==> src/rtl/arm_dp_pkg.sv <==
// Shared types and constants for the ARM data-processing operand stage.
//   alu_ctrl_t : ALU operation codes (equal to the instruction cmd field)
//   shift_t    : Operand2 register shift types
//   COND_AL    : "always" condition code, the only one supported
//   REG_PC     : R15, not supported as an operand or destination
//   NREGS      : number of architectural registers (R0..R14)
package arm_dp_pkg;

    localparam int unsigned NREGS   = 15;
    localparam logic [3:0]  COND_AL = 4'b1110;
    localparam logic [3:0]  REG_PC  = 4'd15;

    typedef enum logic [3:0] {
        AluAnd = 4'b0000,
        AluSub = 4'b0010,
        AluAdd = 4'b0100,
        AluOrr = 4'b1100
    } alu_ctrl_t;

    typedef enum logic [1:0] {
        ShLsl = 2'b00,
        ShLsr = 2'b01,
        ShAsr = 2'b10,
        ShRor = 2'b11
    } shift_t;

    function automatic logic cmd_supported(input logic [3:0] cmd);
        return (cmd == AluAnd) || (cmd == AluSub) || (cmd == AluAdd) || (cmd == AluOrr);
    endfunction

endpackage

==> src/rtl/arm_regfile.sv <==
// Register file R0..R14, 32 bits each.
//   clk, rst_n     : clock, asynchronous active-low reset (clears all entries)
//   raddr1/rdata1  : combinational read port 1
//   raddr2/rdata2  : combinational read port 2
//   we/waddr/wdata : write port; writes to R15 are ignored
// Reads of the register being written this cycle return wdata (write-through).
module arm_regfile
    import arm_dp_pkg::*;
(
    input  logic        clk,
    input  logic        rst_n,
    input  logic [3:0]  raddr1,
    output logic [31:0] rdata1,
    input  logic [3:0]  raddr2,
    output logic [31:0] rdata2,
    input  logic        we,
    input  logic [3:0]  waddr,
    input  logic [31:0] wdata
);

    logic [31:0] mem_q [NREGS];
    logic        wr_ok;

    assign wr_ok = we && (waddr != REG_PC);

    always_ff @(posedge clk or negedge rst_n) begin
        if (!rst_n) begin
            for (int i = 0; i < NREGS; i++) begin
                mem_q[i] <= '0;
            end
        end else if (wr_ok) begin
            mem_q[waddr] <= wdata;
        end
    end

    always_comb begin
        rdata1 = '0;
        rdata2 = '0;
        if (wr_ok && (raddr1 == waddr)) begin
            rdata1 = wdata;
        end else if (raddr1 != REG_PC) begin
            rdata1 = mem_q[raddr1];
        end
        if (wr_ok && (raddr2 == waddr)) begin
            rdata2 = wdata;
        end else if (raddr2 != REG_PC) begin
            rdata2 = mem_q[raddr2];
        end
    end

endmodule

==> src/rtl/arm_dp_operand_stage.sv <==
// Decode / operand-fetch stage in front of the data-processing ALU.
//   clk, rst_n              : clock, asynchronous active-low reset
//   Instr, InstrValid       : incoming instruction word and its valid
//   InstrReady              : stage accepts Instr this cycle
//   A, B, ALUControl, Rd    : registered operands, ALU op code, destination
//   OutValid, OutReady      : output handshake toward the ALU stage
//   WbEn, WbAddr, WbData    : writeback port (regfile write, scoreboard clear)
//   Illegal                 : one-cycle pulse after an illegal word was consumed
module arm_dp_operand_stage
    import arm_dp_pkg::*;
(
    input  logic        clk,
    input  logic        rst_n,
    input  logic [31:0] Instr,
    input  logic        InstrValid,
    output logic        InstrReady,
    output logic [31:0] A,
    output logic [31:0] B,
    output logic [3:0]  ALUControl,
    output logic [3:0]  Rd,
    output logic        OutValid,
    input  logic        OutReady,
    input  logic        WbEn,
    input  logic [3:0]  WbAddr,
    input  logic [31:0] WbData,
    output logic        Illegal
);

    // Decode fields
    logic [3:0]  cond, cmd, rn, rd, rm, rot;
    logic [1:0]  op;
    logic        ibit;
    logic [4:0]  shamt;
    shift_t      sh_type;
    logic        unused_sbit;

    assign cond        = Instr[31:28];
    assign op          = Instr[27:26];
    assign ibit        = Instr[25];
    assign cmd         = Instr[24:21];
    assign rn          = Instr[19:16];
    assign rd          = Instr[15:12];
    assign rot         = Instr[11:8];
    assign shamt       = Instr[11:7];
    assign sh_type     = shift_t'(Instr[6:5]);
    assign rm          = Instr[3:0];
    assign unused_sbit = Instr[20];

    logic legal;
    assign legal = (op == 2'b00) && (cond == COND_AL) && cmd_supported(cmd) &&
                   (rn != REG_PC) && (rd != REG_PC) &&
                   (ibit || ((rm != REG_PC) && !Instr[4]));

    // Register file
    logic [31:0] rn_val, rm_val;

    arm_regfile u_regfile (
        .clk    (clk),
        .rst_n  (rst_n),
        .raddr1 (rn),
        .rdata1 (rn_val),
        .raddr2 (rm),
        .rdata2 (rm_val),
        .we     (WbEn),
        .waddr  (WbAddr),
        .wdata  (WbData)
    );

    // Scoreboard and hazard detection
    logic [NREGS-1:0] pending_q, pending_d, clr_mask, set_mask, pend_eff;
    logic [15:0]      pend_ext;
    logic             hazard, accept, out_valid_q;

    always_comb begin
        clr_mask = '0;
        if (WbEn && (WbAddr != REG_PC)) begin
            clr_mask[WbAddr] = 1'b1;
        end
    end

    // A same-cycle writeback counts as not pending: the bypass supplies the data.
    assign pend_eff = pending_q & ~clr_mask;
    assign pend_ext = {1'b0, pend_eff};
    assign hazard   = legal && (pend_ext[rn] || (!ibit && pend_ext[rm]));

    assign InstrReady = (!out_valid_q || OutReady) && !hazard;
    assign accept     = InstrValid && InstrReady;

    always_comb begin
        set_mask = '0;
        if (accept && legal) begin
            set_mask[rd] = 1'b1;
        end
    end

    // Set after clear so that a same-register collision leaves the bit set.
    assign pending_d = pend_eff | set_mask;

    // Operand2
    logic [31:0] imm32, imm_rot, shifted, op2;
    logic [4:0]  rot_amt;

    assign imm32   = {24'b0, Instr[7:0]};
    assign rot_amt = {rot, 1'b0};
    // Shifts by 32 yield zero, so rotate-by-zero falls out naturally.
    assign imm_rot = (imm32 >> rot_amt) | (imm32 << (6'd32 - {1'b0, rot_amt}));

    always_comb begin
        shifted = rm_val;
        unique case (sh_type)
            ShLsl: shifted = rm_val << shamt;
            ShLsr: shifted = rm_val >> shamt;
            ShAsr: shifted = $signed(rm_val) >>> shamt;
            ShRor: shifted = (rm_val >> shamt) | (rm_val << (6'd32 - {1'b0, shamt}));
            default: shifted = rm_val;
        endcase
    end

    assign op2 = ibit ? imm_rot : shifted;

    // State
    logic [31:0] a_q, b_q;
    logic [3:0]  alu_q, rd_q;
    logic        illegal_q;

    always_ff @(posedge clk or negedge rst_n) begin
        if (!rst_n) begin
            pending_q   <= '0;
            out_valid_q <= 1'b0;
            illegal_q   <= 1'b0;
            a_q         <= '0;
            b_q         <= '0;
            alu_q       <= '0;
            rd_q        <= '0;
        end else begin
            pending_q <= pending_d;
            illegal_q <= accept && !legal;
            if (accept && legal) begin
                out_valid_q <= 1'b1;
                a_q         <= rn_val;
                b_q         <= op2;
                alu_q       <= cmd;
                rd_q        <= rd;
            end else if (OutReady) begin
                out_valid_q <= 1'b0;
            end
        end
    end

    assign A          = a_q;
    assign B          = b_q;
    assign ALUControl = alu_q;
    assign Rd         = rd_q;
    assign OutValid   = out_valid_q;
    assign Illegal    = illegal_q;

endmodule

==> config.mk <==
export PLATFORM = sky130hd
export DESIGN_NAME = arm_dp_operand_stage
export DESIGN_NICKNAME = d
export VERILOG_FILES = /design/src/rtl/arm_dp_pkg.sv /design/src/rtl/arm_regfile.sv /design/src/rtl/arm_dp_operand_stage.sv
export SDC_FILE = /design/constraint.sdc
export NUM_CORES = 2
export LEC_CHECK = 0
export BUFFER_PORTS_ARGS = -buffer_cell sky130_fd_sc_hd__buf_4
export CAP_MARGIN = 10
export CORE_MARGIN = 3
export CORE_UTILIZATION = 38
export CTS_CLUSTER_SIZE = 28
export DETAILED_ROUTE_END_ITERATION = 10
export GPL_TIMING_DRIVEN = 0
export SLEW_MARGIN = 20
export SYNTH_ARGS = -nofsm -noshare
export SYNTH_HDL_FRONTEND = slang
export SYNTH_SLANG_ARGS = --single-unit
==> constraint.sdc <==
create_clock -name clk -period 2.8 [get_ports clk]
set_input_delay 0.56 -clock clk [delete_from_list [all_inputs] [get_ports clk]]
set_output_delay 0.56 -clock clk [all_outputs]
set_load 0.1 [all_outputs]
==> results.ini <==
[detailed_routing]
drc=0
routedWlPerCell_um=36.8
drtIter0Drc=4733
ant_nets=0
vias_per_cell=6.79
wl_mm=177
drt_first_pass_iters=6
via_count=32700

[place]
gp_congestion=1.07
place_area_mm2=0.0398
io_buffers=112
pre_cts_slack_ns=-2.60
dp_hpwl_mm=125

[run_status]
violations=negative setup slack
outcome=finished, violations left

[worst_setup_path]
worstPathMaxFanout=4
cp-endpoint=B[15]$_DFFE_PN0P_
timing.rr.end=B[15]$_DFFE_PN0P_
timing.critical_path.mode_cell=mux4_2
crit_path_max_incr_delay_ns=0.57
cp.depth=12
crit_arrival_ns=3.93
critPathLaunch=u_regfile.mem_q[261]$_DFFE_PN0P_
worst-r2r-cell-count=12
path_class=reg2reg
r2r_slack_ns=-0.60
cp_slowest_cell=mux4_2
start_kind=flip-flop
crit_chain=mux4_2, a22o_1, a21oi_2, o2bb2ai_4, buf_6, mux2_4, mux4_2, mux2i_4, buf_4, nor2_1, a221oi_2, o21ai_1
crit_path_end_kind=flip-flop
crit_required_ns=3.33
rr_startpoint=u_regfile.mem_q[261]$_DFFE_PN0P_
critPathBufInv=2
crit_family=multiplexers

[cells_and_area]
fillers=8365
final_net_count=3577
fin_util_pct=49.6
drive_gt1_share_pct=47.4
final_cell_mix=dfrtp_1, mux2_2, buf_4
layout_commonest_cell=dfrtp_1
area_growth_pct=28.5
fin_area_mm2=0.0467

[global_route]
grt_use_met1_pct=45.4
grtUsageMet3_pct=11.0
grt_max_degree=98
antenna_found_initial=9
grt.busiest_layer=met2
grt.overflow.total=0
track_usage_pct=34.9
gr-usage-met2_pct=50.4
grt_pass1_vias=32000
grt_pass1_wl_mm=247

[yosys]
synth_cell_types=81
ys_seq_area_share_pct=39.1
synth-async-reset-ratio_pct=100
synth_flop_cell=dfrtp_1
synthCells=3141
synth_edf_count=0
synth_warnings=0
ys_seq_elements=569
netlist_area_mm2=0.0364
synth_fp_nets=3217
postSynthAreaPerCell_um2=11.6

[die]
die_area_mm2=0.0995
fp.dieH_um=315
core_region_area_mm2=0.0942
initial_utilization_pct=38.6
fp-row-count=112
die_w_um=315
io_pins=148

[pwr]
switchingPower_mw=10.8
comb_power_share_pct=33.3
powerDensity_mw_per_mm2=668
pwr-share-clk_pct=31.0
seq_power_share_pct=35.7
p_int_mw=20.5
ir_drop_v=0.000642
power_leakage_nw=18.8
p_sw_share_pct=34.5

[cts]
cts_max_path_buffers=3
root_buffer=clkbuf_16
cts_sinks=569
htreeDepth=3
numCtsBuffers=71
clkTransAtPathRegs_ns=0.06
clock_latency_ns=0.66
cts_tree=yes

[run]
max-cap-violations=0

[timing]
setup_violations=33
maxSlewViolCount=0
finalHoldViolCount=0
max_freq_ghz=0.294
period_minus_slack_ns=3.40
max_slew.worst_pin.slew_ns=1.22
skew_ns=0.0324
fin_ws_ns=-0.603
maxSlewHeadroom_pct=18.3
rsz0062_at_grt=true
setup-tns-final_ns=-15.14
finalCritPeriodShare_pct=122

[worst_hold_path]
hold_path_class=in2reg

[how the worst min path moves through the flow]
stage                                    from                        end  slack (ns)  cells after the start
global route                        Instr[22]  ALUControl[1]$_DFFE_PN0P_        0.15                      2
CTS                                 Instr[22]  ALUControl[1]$_DFFE_PN0P_        0.13                      2
global placement    ALUControl[0]$_DFFE_PN0P_  ALUControl[0]$_DFFE_PN0P_        0.47                      1
floorplan                               rst_n  ALUControl[0]$_DFFE_PN0P_        0.26                      0
finish                              Instr[22]  ALUControl[1]$_DFFE_PN0P_        0.14                      2
detailed placement  ALUControl[0]$_DFFE_PN0P_  ALUControl[0]$_DFFE_PN0P_        0.49                      1
[area by class of cell]
cell class,instances,area [um^2],share of cell area (%)
clock buffers,102,2070,4.43
repair buffers,290,2760,5.91
diodes,7,17.5,0.0375
clock inverters,26,353,0.755
flip-flops and latches,569,14200,30.5
plain buffers,313,2300,4.91
multi-input cells,2242,23400,50.0
well taps,1254,1570,3.36
inverters,14,72.6,0.155
[through the flow]
step	hold WS (ns)	power [mW]	std cells
after detailed placement	0.486	19.7	4514
after global routing	0.148	32.1	4812
after global placement	0.471	19.6	4507
after CTS	0.126	30.5	4772
after floorplan	0.264	16.7	3141
final	0.141	31.2	4817
[synthesized netlist by cell type (9+ instances only)]
library cell  instances  area [um^2]
a2111oi_0             9         78.8
a211o_1              19          166
a211oi_1             14          105
a21oi_1             158          791
a221o_1              25          250
a221oi_1             24          210
a22o_1               15          131
a22oi_1              70          526
a31oi_1              23          144
a32o_1               15          150
a32oi_1              35          307
and2_1               12         75.1
buf_1                64          240
buf_2                44          220
buf_4                12         90.1
clkbuf_1            185          694
dfrtp_1             569        14200
mux2_2              544         6130
mux2i_1             225         2250
mux4_1               15          394
mux4_2              205         4620
nand2_1             193          724
nand2b_1             12         75.1
nand3_1              49          245
nor2_1              168          631
nor2b_1              10         62.6
nor3_1               24          120
o211ai_1             20          150
o21a_1                9         67.6
o21ai_0             158          791
o221ai_1              9         78.8
o22ai_1              28          175
o2bb2ai_1            12          105
or2_2                12         75.1
or3_1                13         81.3
xnor2_1              10         87.6
[worst reg2reg max path, cell delays in order (launching register included)]
cell,delay [ns]
dfrtp_1,0.38
mux4_2,0.47
a22o_1,0.28
a21oi_2,0.17
o2bb2ai_4,0.17
buf_6,0.18
mux2_4,0.27
mux4_2,0.57
mux2i_4,0.20
buf_4,0.13
nor2_1,0.04
a221oi_2,0.33
o21ai_1,0.09
[per-layer routing]
layer,part of all wire [%],up-vias
met5,0.013,-
met4,7.9,4
met3,12,684
met2,42,2407
met1,38,16700
li1,-,12900
[power by group through the flow]
stage               Combinational (mW)  Sequential, mW  Clock, mW
global placement                  8.40            11.2          0
global route                      10.7            11.3       10.1
CTS                               9.66            11.1       9.76
detailed placement                8.51            11.2          0
finish                            10.4            11.2       9.68
floorplan                         5.53            11.2          0
[registers in the layout, summed over array words and instances (netlist names)]
signal / flops
OutValid: 1
Rd: 4
A: 32
pending_q: 15
ALUControl: 4
u_regfile.mem_q: 480
B: 32
Illegal: 1
[what timing repair did]
| action | 4_1_cts | 5_1_grt |
|---|---|---|
| hold endpoints to repair | 42 | 0 |
| hold buffers | 1 | 0 |
| buffers inserted | 130 | 39 |
| setup endpoints to repair | 89 | 85 |
| pin swaps | 99 | 98 |
| cloned | 5 | 0 |
| resized for setup | 487 | 207 |
[cells by family after synthesis]
kind of cell | Yosys count | share of synthesized area (%)
fa+ha+maj | 3 | 0.103
flops | 569 | 39.1
buf+inv | 331 | 4.03
mux | 989 | 36.8
simple gates | 520 | 6.24
compound gates | 713 | 13.3
xor+xnor | 16 | 0.385
(Power assumes the default switching activity.)
